[config.mk]
export PLATFORM = sky130hd
export DESIGN_NAME = eyeriss_pe_datapath
export DESIGN_NICKNAME = d
export VERILOG_FILES = /design/src/rtl/eyeriss_pkg.sv /design/src/rtl/eyeriss_pe_spad.sv /design/src/rtl/eyeriss_pe_datapath.sv
export SDC_FILE = /design/constraint.sdc
export NUM_CORES = 2
export LEC_CHECK = 0
export ABC_AREA = 1
export ABC_CLOCK_PERIOD_IN_PS = 13470
export CORE_ASPECT_RATIO = 0.75
export CORE_UTILIZATION = 65
export DETAILED_ROUTE_END_ITERATION = 7
export PLACE_DENSITY = 0.94
export SLEW_MARGIN = 10
export SYNTH_ARGS = -nofsm -noshare
export SYNTH_HDL_FRONTEND = slang
export SYNTH_HIERARCHICAL = 1
export SYNTH_SLANG_ARGS = --single-unit
[constraint.sdc]
create_clock -name clk -period 13.47 [get_ports clk]
set_input_delay 2.0205 -clock clk [delete_from_list [all_inputs] [get_ports clk]]
set_output_delay 2.0205 -clock clk [all_outputs]
set_load 0.03 [all_outputs]
[src/rtl/eyeriss_pkg.sv]
// Shared types and helpers for the Eyeriss PE controller and datapath.
// Holds the mode encoding, the default operand width and saturating add.
package eyeriss_pkg;

  typedef enum logic [1:0] {
    MODE_IDLE = 2'd0,
    MODE_DATA = 2'd1,
    MODE_MULT = 2'd2,
    MODE_ACCU = 2'd3
  } mode_e;

  localparam int DEF_DATA_W = 16;
  localparam int IDX_W      = 4;

  // Adds in 64 bits, then clamps to a w-bit signed range (w <= 31).
  function automatic logic signed [63:0] sat_add(
    input  logic signed [63:0] a,
    input  logic signed [63:0] b,
    input  int                 w,
    output logic               ovf
  );
    logic signed [63:0] s;
    logic signed [63:0] hi;
    logic signed [63:0] lo;
    s   = a + b;
    hi  = (64'sd1 <<< (w - 1)) - 64'sd1;
    lo  = -hi - 64'sd1;
    ovf = 1'b0;
    if (s > hi) begin
      s   = hi;
      ovf = 1'b1;
    end else if (s < lo) begin
      s   = lo;
      ovf = 1'b1;
    end
    return s;
  endfunction

endpackage

[src/rtl/eyeriss_pe_spad.sv]
// Register-file scratchpad: one write port, a clear port that wins on
// the same address, and NRD async read ports; out-of-range reads give 0.
module eyeriss_pe_spad
  import eyeriss_pkg::*;
#(
  parameter int DEPTH = 16,
  parameter int W     = 16,
  parameter int NRD   = 1
) (
  input  logic                      clk,
  input  logic                      rst,
  input  logic                      we,
  input  logic [IDX_W-1:0]          waddr,
  input  logic [W-1:0]              wdata,
  input  logic                      clr,
  input  logic [IDX_W-1:0]          caddr,
  input  logic [NRD-1:0][IDX_W-1:0] raddr,
  output logic [NRD-1:0][W-1:0]     rdata
);

  logic [W-1:0] mem [DEPTH];

  always_ff @(posedge clk) begin
    if (rst) begin
      for (int i = 0; i < DEPTH; i++) mem[i] <= '0;
    end else begin
      for (int i = 0; i < DEPTH; i++) begin
        if (clr && caddr == IDX_W'(i)) begin
          mem[i] <= '0;
        end else if (we && waddr == IDX_W'(i)) begin
          mem[i] <= wdata;
        end
      end
    end
  end

  always_comb begin
    rdata = '0;
    for (int p = 0; p < NRD; p++) begin
      for (int i = 0; i < DEPTH; i++) begin
        if (raddr[p] == IDX_W'(i)) rdata[p] = mem[i];
      end
    end
  end

endmodule

[src/rtl/eyeriss_pe_datapath.sv]
// Eyeriss PE datapath: operand/psum scratchpads, two-stage MAC and
// psum drain with neighbour add, all saturating to DATA_W.
module eyeriss_pe_datapath
  import eyeriss_pkg::*;
#(
  parameter int DATA_W     = DEF_DATA_W,
  parameter int FIL_DEPTH  = 16,
  parameter int MAP_DEPTH  = 16,
  parameter int PSUM_DEPTH = 16
) (
  input  logic              clk,
  input  logic              rst,
  input  logic [1:0]        mode_i,
  input  logic              fil_en_i,
  input  logic              map_en_i,
  input  logic              psum_en_i,
  input  logic              regs_en_i,
  input  logic              rst_accm_i,
  input  logic              read_next_p_i,
  input  logic              write_next_p_i,
  input  logic [3:0]        filter_iter_i,
  input  logic [3:0]        map_iter_i,
  input  logic [3:0]        psum_iter_i,
  input  logic [3:0]        mult_bit_select_i,
  input  logic [DATA_W-1:0] fil_data_i,
  input  logic [DATA_W-1:0] map_data_i,
  input  logic [DATA_W-1:0] psum_in_i,
  output logic              fil_pop_o,
  output logic              map_pop_o,
  output logic [DATA_W-1:0] psum_out_o,
  output logic              psum_valid_o,
  output logic              overflow_o
);

  localparam int PW = 2 * DATA_W;

  mode_e mode;
  mode_e mode_q;
  logic  in_data, in_mult, in_accu;
  logic  fire_s1, fire_rd, psum_clr;

  logic [DATA_W-1:0]          fil_rd, map_rd;
  logic [1:0][DATA_W-1:0]     psum_rd;

  logic                   s1_valid;
  logic signed [PW-1:0]   s1_prod;
  logic [3:0]             s1_addr;
  logic [3:0]             s1_shift;

  logic signed [PW-1:0]   prod_sh;
  logic signed [63:0]     s2_a, s2_b, dr_a, dr_b;
  logic [DATA_W-1:0]      s2_sum, dr_sum;
  logic                   s2_ovf, dr_ovf;

  assign mode    = mode_e'(mode_i);
  assign in_data = (mode == MODE_DATA);
  assign in_mult = (mode == MODE_MULT);
  assign in_accu = (mode == MODE_ACCU);

  assign fil_pop_o = in_data & fil_en_i;
  assign map_pop_o = in_data & map_en_i;
  assign fire_s1   = in_mult & regs_en_i;
  assign fire_rd   = in_accu & read_next_p_i;
  assign psum_clr  = (in_data & psum_en_i & ~rst_accm_i)
                   | (in_accu & write_next_p_i);

  eyeriss_pe_spad #(.DEPTH(FIL_DEPTH), .W(DATA_W), .NRD(1)) u_fil (
    .clk   (clk),
    .rst   (rst),
    .we    (fil_pop_o),
    .waddr (filter_iter_i),
    .wdata (fil_data_i),
    .clr   (1'b0),
    .caddr (4'd0),
    .raddr (filter_iter_i),
    .rdata (fil_rd)
  );

  eyeriss_pe_spad #(.DEPTH(MAP_DEPTH), .W(DATA_W), .NRD(1)) u_map (
    .clk   (clk),
    .rst   (rst),
    .we    (map_pop_o),
    .waddr (map_iter_i),
    .wdata (map_data_i),
    .clr   (1'b0),
    .caddr (4'd0),
    .raddr (map_iter_i),
    .rdata (map_rd)
  );

  // Port 0 feeds stage 2, port 1 feeds the drain path.
  eyeriss_pe_spad #(.DEPTH(PSUM_DEPTH), .W(DATA_W), .NRD(2)) u_psum (
    .clk   (clk),
    .rst   (rst),
    .we    (s1_valid),
    .waddr (s1_addr),
    .wdata (s2_sum),
    .clr   (psum_clr),
    .caddr (psum_iter_i),
    .raddr ({psum_iter_i, s1_addr}),
    .rdata (psum_rd)
  );

  // Stage 2 reads and writes psum in one cycle, so back-to-back
  // updates to one address see the previous result without a bypass mux.
  assign prod_sh = s1_prod >>> s1_shift;
  assign s2_a = {{(64-DATA_W){psum_rd[0][DATA_W-1]}}, psum_rd[0]};
  assign s2_b = {{(64-PW){prod_sh[PW-1]}}, prod_sh};
  assign dr_a = {{(64-DATA_W){psum_rd[1][DATA_W-1]}}, psum_rd[1]};
  assign dr_b = {{(64-DATA_W){psum_in_i[DATA_W-1]}}, psum_in_i};

  always_comb begin
    s2_ovf = 1'b0;
    dr_ovf = 1'b0;
    s2_sum = DATA_W'(sat_add(s2_a, s2_b, DATA_W, s2_ovf));
    dr_sum = DATA_W'(sat_add(dr_a, dr_b, DATA_W, dr_ovf));
  end

  always_ff @(posedge clk) begin
    if (rst) begin
      mode_q       <= MODE_IDLE;
      s1_valid     <= 1'b0;
      s1_prod      <= '0;
      s1_addr      <= '0;
      s1_shift     <= '0;
      psum_out_o   <= '0;
      psum_valid_o <= 1'b0;
      overflow_o   <= 1'b0;
    end else begin
      mode_q       <= mode;
      s1_valid     <= fire_s1;
      psum_valid_o <= fire_rd;
      if (fire_s1) begin
        s1_prod  <= $signed(fil_rd) * $signed(map_rd);
        s1_addr  <= psum_iter_i;
        s1_shift <= mult_bit_select_i;
      end
      if (fire_rd) psum_out_o <= dr_sum;
      if ((s1_valid && s2_ovf) || (fire_rd && dr_ovf)) begin
        overflow_o <= 1'b1;
      end else if (mode_q == MODE_IDLE && in_data) begin
        overflow_o <= 1'b0;
      end
    end
  end

endmodule

## After elaboration in Yosys (flattened, before gate mapping)

Memory sizes are Yosys's and may differ from the RTL's.
Cells that the tools add are included.

| storage, ports and cells | value |
|---|---|
| flip-flop bits (word level) | 61 |
| logic and storage cells | 577 |
| memories | 3 |
| RAM bits | 768 |
| bits of input ports | 75 |

Memories:

| memory | depth | width | read ports | clocked after Yosys merged registers in | write ports | RTL line | RTL |
|---|---|---|---|---|---|---|---|
| u_fil.mem | 16 | 16 | 16 | 0 | 16 | eyeriss_pe_spad.sv:21 | `logic [W-1:0] mem [DEPTH];` |
| u_map.mem | 16 | 16 | 16 | 0 | 16 | eyeriss_pe_spad.sv:21 |  |
| u_psum.mem | 16 | 16 | 16 | 0 | 16 | eyeriss_pe_spad.sv:21 |  |

| cells by class | value |
|---|---|
| reductions and logical operators | 74 |
| equal/unequal tests | 63 |
| $mul | 1 |
| muxes and demuxes | 348 |
| $lt $le $gt $ge | 4 |
| shift operators | 1 |
| add/subtract/negate cells | 2 |
| bitwise logic cells | 73 |

Operators by type and width:

| kind | number |
|---|---|
| 2-to-1 mux 16 bit | 132 |
| 2-to-1 mux 1 bit | 216 |
| == test 4 bit (second input constant) | 32 |
| logical AND 1 bit | 67 |
| bitwise OR 1 bit | 65 |
| == test 4 x 3 -> 1 bit (second input constant) | 16 |
| adder 16 x 32 -> 33 bit | 1 |
| > comparator 33 x 16 -> 1 bit (second input constant) | 1 |
| less-than comparator 33 x 16 -> 1 bit (second input constant) | 1 |
| == test 4 x 2 -> 1 bit (second input constant) | 8 |
| multiplier 16 x 16 -> 32 bit | 1 |
| >>> shifter 32 x 4 -> 32 bit | 1 |
| adder 16 x 16 -> 17 bit | 1 |
| > comparator 17 x 16 -> 1 bit (second input constant) | 1 |
| less-than comparator 17 x 16 -> 1 bit (second input constant) | 1 |
| == test 4 x 1 -> 1 bit (second input constant) | 4 |
| zero test 4 bit | 4 |
| AND 1 bit | 7 |
| == test 2 bit (second input constant) | 2 |
| == test 2 x 1 -> 1 bit (second input constant) | 1 |
| zero test 2 bit | 1 |
| nonzero test 2 bit | 1 |
| logical OR 1 bit | 1 |
| inverter 1 bit | 1 |

## Longest topological paths before layout

| logic depth | value |
|---|---|
| depth in word-level cells | 24 |
| mapped depth | 41 |
| depth with buffers taken out | 40 |

## Hierarchy

The synthesis kept the hierarchy.

Modules (own cells, without submodules):

| module | cells each | times used | area each (µm²) |
|---|---|---|---|
| eyeriss_pe_spad at u_fil ... | 1134 | 2 | 11369.7 |
| eyeriss_pe_datapath | 2528 | 1 | 17355.4 |
| eyeriss_pe_spad at u_psum | 1656 | 1 | 13586.8 |

## Worst setup path after synthesis

OpenSTA, ideal clock, no wires.

| timing path | value |
|---|---|
| kind | input -> register |
| from | input port map_iter_i[2] |
| to | register s1_prod[31] |
| stages | 37 |
| setup slack | 4.618 ns |
| setup time | 0.056 ns |
| arrival time | 8.796 ns |
| path buffers | 4 |
| cells stage by stage | nor2_1 buf_2 buf_1 nand3_1 nand3_1 nor2_1 nand4_1 nand2_1 nand4_1 nor3_1 nand4_1 clkbuf_1 clkbuf_1 nand2_1 fa_1 inv_1 fa_1 inv_1 fa_1 inv_1 fa_1 fa_1 inv_1 fa_1 inv_1 ha_1 inv_1 nor3_1 nand4_1 inv_1 nand4_1 inv_1 nor2_1 or2_2 nand2_1 nand2_1 inv_1 |

| between the ends | value |
|---|---|
| word-level cells in the longest chain between the ends | 18 |

Ends and longest elaborated chain:

| element | RTL line | RTL |
|---|---|---|
| start: declaration | eyeriss_pe_datapath.sv:22 | `input logic [3:0] map_iter_i,` |
| zero test 4 bit | eyeriss_pe_spad.sv:41 | `if (raddr[p] == IDX_W'(i)) rdata[p] = mem[i];` |
| 2-to-1 mux 16 bit (15 in series) | eyeriss_pe_spad.sv:41 |  |
| 2-to-1 mux 16 bit (*) | eyeriss_pe_spad.sv:41 |  |
| named net map_rd[4] | eyeriss_pe_datapath.sv:42 | `logic [DATA_W-1:0] fil_rd, map_rd;` |
| multiplier 16 x 16 -> 32 bit (*) | eyeriss_pe_datapath.sv:134 | `s1_prod <= $signed(fil_rd) * $signed(map_rd);` |
| end signal: assignment | eyeriss_pe_datapath.sv:134 |  |
| end: declaration | eyeriss_pe_datapath.sv:46 | `logic signed [PW-1:0] s1_prod;` |

Mark *: on every way through the listed nets, which the timed path passes. The rest lies on a longest branch.
A chain may end at the register's enable or synchronous reset.

## Worst setup path in the final report

| timing path | value |
|---|---|
| from | input port filter_iter_i[2] |
| to | register s1_prod[31] |

| between the ends | value |
|---|---|
| word-level cells in the longest chain between the ends | 18 |

Ends and longest elaborated chain:

| element | RTL line | RTL |
|---|---|---|
| start: declaration | eyeriss_pe_datapath.sv:21 | `input logic [3:0] filter_iter_i,` |
| zero test 4 bit | eyeriss_pe_spad.sv:41 |  |
| 2-to-1 mux 16 bit (15 in series) | eyeriss_pe_spad.sv:41 |  |
| 2-to-1 mux 16 bit (*) | eyeriss_pe_spad.sv:41 |  |
| named net fil_rd[15] | eyeriss_pe_datapath.sv:42 |  |
| multiplier 16 x 16 -> 32 bit (*) | eyeriss_pe_datapath.sv:134 |  |

Marked as above.

==> impl_summary.txt <==
----------------------------------------------------
[Hold path]
  Startpoint of the tightest hold check path ... s1_prod[0]
  Class of the most critical hold timing path ... flip-flop to flip-flop

[Floorplan]
  Boundary Pins ... 95
  Number of standard-cell rows in the floorplan ... 90
  Starting Density ... approximately 66%
  Chip height ... 250.9 um
  Die Outline Area ... ~84,000 um^2
  Width of the die ... 333.8 um
  Core Footprint ... between 80,000 and 90,000 um^2

[Clocking]
  Max Buffers Root-to-Sink ... 3
  Root buffer cell ... clkbuf_16
  Post-CTS setup-driven buffer insertion count ... 0
  Clock latency of the later-clocked register in the worst-skew pair ... 0.69 ns
  TritonCTS clock tree ... yes
  Number of clock buffers inserted by TritonCTS ... 80
  Number of gates resized after CTS ... 0
  CTS Hold Buffers Added ... 0
  Clock transition at the registers of the reported paths ... approximately 0.06 ns
  CTS H-tree lvls ... 3
  Count of clock tree sinks ... between 800 and 900

[Synthesis]
  Synthesized area per cell ... roughly 8.3 um^2
  Top-count cell post-synth ... nand2_1
  Share of the synthesized area in compound gates (AO/OA/AOI/OAI) ... under 10%
  Yosys reg bits ... around 830
  Top cells by area in the synthesized netlist ... edfxtp_1 43%, nand2_1 9.9%, fa_1 9.8%
  Cell type contributing the most total cell area after synthesis ... edfxtp_1
  Seq/Total Area, Yosys ... 45.24%
  Adder-cell area share of the yosys netlist ... 12.88%
  Multiplexer share of the synthesized area ... less than 1%
  Xor and xnor fraction of the mapped netlist area ... less than 1%
  List of most frequent post-synthesis cells ... 1,421 x nand2_1, 1,187 x nor2_1, 970 x inv_1, 768 x edfxtp_1, 417 x nand3_1
  Dominant combinational cell family by area after synthesis ... simple AND/OR/NAND/NOR gates
  Count of cell types in the netlist ... 57
  Post-synth EDFFs ... roughly 770
  Synth top area share ... 42.96%
  Async set-reset flop share out of synthesis ... 0%
  Yosys Warn Count ... 6
  Synthesized area ... around 54,000 um^2
  Synthesized instance count ... roughly 6.5k
  Area share of and/or/nand/nor cells after synthesis ... a little over a quarter
  Most frequently used flop master after synthesis ... edfxtp_1

[Pwr]
  Power per standard cell area ... ~270 nW/um^2
  Worst-case vdd ir drop ... 613.7 uV
  Switching power of the nets ... 7.613 mW
  Sw Share ... around 49%
  Logic gate share of total power ... between 60% and 70%
  Sequential group share of total power ... 19.5%
  Fraction of power consumed by the clock network ... 15.0%
  LEAKAGE ... 26.08 nW
  Internal ... around 8.0 mW

[Timing]
  Slew at the pin closest to its max-slew limit ... between 1 and 1.5 ns
  Peak Freq ... 92.86 MHz
  Post-route setup slack ... 2.701 ns
  Worst hold margin ... just over 0.5 ns
  Max Clock Skew ... roughly 0.053 ns
  Time the final worst path needs with I/O delays and setup ... around 11 ns
  Final Max Slew Viols ... 0
  Final worst path period share ... 79.95%
  # setup viols final ... 0
  Sum of negative setup slack ... 0 ns
  Final Hold Violating Endpoints ... 0
  Max_slew headroom ... 11.50%
  Unrepaired setup endpoints after global routing ... no

[Placement]
  PortBufs ... 94
  Post-detailed-placement half-perimeter wirelength ... around 110,000 um
  Placed instance count ... between 7k and 8k
  Worst-case setup slack after placement ... ~2.4 ns
  Weighted congestion at the end of routability-driven global placement ... between 0.9 and 1

[Cells and area]
  Share of cells above drive strength 1 ... between 4 and 5%
  FILL cells ... ~5.4k
  Relative area change from synthesis to final layout ... 7.878%
  Final standard cell count with taps included and fillers excluded ... between 7k and 8k
  Combined flip-flop and latch cell area ... ~24,000 um^2
  Multi-input logic area ... roughly 25,000 um^2
  Net count of the finished layout ... 6,890

[Critical path]
  Crit path launch ... filter_iter_i[2]
  Kind of critical path ... input pin to flip-flop
  Maximum cell stage delay along the critical path ... roughly 0.78 ns
  Crit path capture type ... flip-flop
  Critical-path cell with the highest stage delay ... fa_1
  Type of origin of the critical path ... input pin
  Most prevalent standard cell on the critical path ... inv_1
  CP Data Required Time ... about 14 ns
  Startpoint of the worst register-to-register path ... u_map/mem[0][17]
  Buffering stage count on the worst path with inverters included ... 11
  Data arrival time of the worst path ... ~11 ns
  Critical path peak fanout ... between 40 and 50
  Kind of cell adding the most delay to the critical path ... adder cells

[Detailed routing]
  Wirelength, routed ... 156,800 um
  Average routed wire per standard cell ... between 20 and 25 um
  Count of TritonRoute iterations in the first routing pass ... 8
  Number of nets still failing antenna checks after routing ... 0
  # DRC ... 3
  Via density per instance ... 6.248
  Overall via count from detail_route ... between 40k and 50k
  1st-iter DRT viols ... 8,145

[Run status]
  Failing checks ... DRC
  Status ... complete, but fails checks

[Global routing]
  Overall overflow remaining after global route ... 0
  Total global routing track utilization ... 37.22%
  Number of global-route vias before repair ... between 40k and 50k
  Largest net degree at the start of global routing ... 66
  Global-route wire length before repair ... roughly 240,000 um
  Number of antenna violations at the first check in global routing ... 2

[Job]
  # Max-Cap Violations ... 0

----------------------------------------------------
## through the flow
step	util, %	instance area (um^2)	total power [mW]
final	71.43	57910	15.61
after global routing	71.43	57910	17.04
after global placement	68.08	55200	12.80
after detailed placement	68.08	55200	13.19
after floorplan	-	53830	10.69
after CTS	71.42	57910	15.53
## kinds of logic after synthesis
| logic type | count (synthesis) |
|---|---|
| compound gates | 447 |
| xor+xnor | 55 |
| fa+ha+maj | 394 |
| buf+inv | 1268 |
| flops | 829 |
| mux | 24 |
| other cells | 1 |
| simple gates | 3434 |
## cells in the final DEF, fill, tap and decap left out, types with 34 or more instances in the layout
| cell | netlist | final |
|---|---|---|
| a21oi_1 | 203 | 203 |
| or2_2 | 46 | 46 |
| ha_1 | 130 | 130 |
| nor2_1 | 1187 | 1179 |
| conb_1 | 1 | 40 |
| buf_4 | 5 | 38 |
| clkbuf_16 | 0 | 81 |
| nand3_1 | 417 | 416 |
| clkdlybuf4s50_1 | 0 | 93 |
| dfxtp_1 | 61 | 61 |
| edfxtp_1 | 768 | 768 |
| inv_1 | 970 | 970 |
| nor3_1 | 75 | 75 |
| xnor2_1 | 34 | 34 |
| nand2_1 | 1421 | 1421 |
| o21ai_0 | 177 | 177 |
| fa_1 | 264 | 264 |
| nand4_1 | 204 | 204 |
## layout make-up
type                       count  share of cell area, %
multi-input combinational   4394                  42.61
sequential                   829                  41.93
inverter                     984                  6.382
clock buffer                  90                  3.593
tap                         1058                  2.286
timing repair buffer         132                  2.109
clock inverter                56                  1.082
antenna                        1               0.004321
## power groups by stage
stage	logic (mW)	clock network [mW]	registers [mW]
after floorplan	7.62	0	3.06
after global placement	9.72	0	3.08
after detailed placement	10.1	0	3.09
after CTS	10.2	2.33	3.04
after global routing	11.6	2.43	3.05
final	10.2	2.33	3.04
## metal layers
metal	GRT usage (%)	up-vias	share of wire, %
li1	-	20470	-
met1	48.16	21660	35
met2	59.02	4201	45
met3	9.820	810	15
met4	17.13	0	5.1
met5	0	-	0
## sequential cells by signal (all words and copies together), names as in the netlist
signal	flops
psum_valid_o	1
u_psum/mem	256
u_fil/mem	256
s1_addr	4
psum_out_o	16
s1_shift	4
s1_valid	1
s1_prod	32
u_map/mem	256
mode_q	2
overflow_o	1
## worst register-to-register path: cells and delay by family, from the launching register on
family                   cells  cell delay, ns
adder cells (fa/ha/maj)      7            3.94
AND/OR/NAND/NOR             16            3.13
buffers and inverters        9            0.80
flip-flops                   1            0.41
## path summary, 6_finish.rpt
path	to	slack [ns]	depth (start not counted)
worst max register to register	s1_prod[31]	5.13	32
worst max-delay path	s1_prod[31]	2.70	35
worst min-delay path	s1_prod[0]	0.51	2
worst min register to register	s1_prod[0]	0.51	2
(Power assumes the default switching activity.)
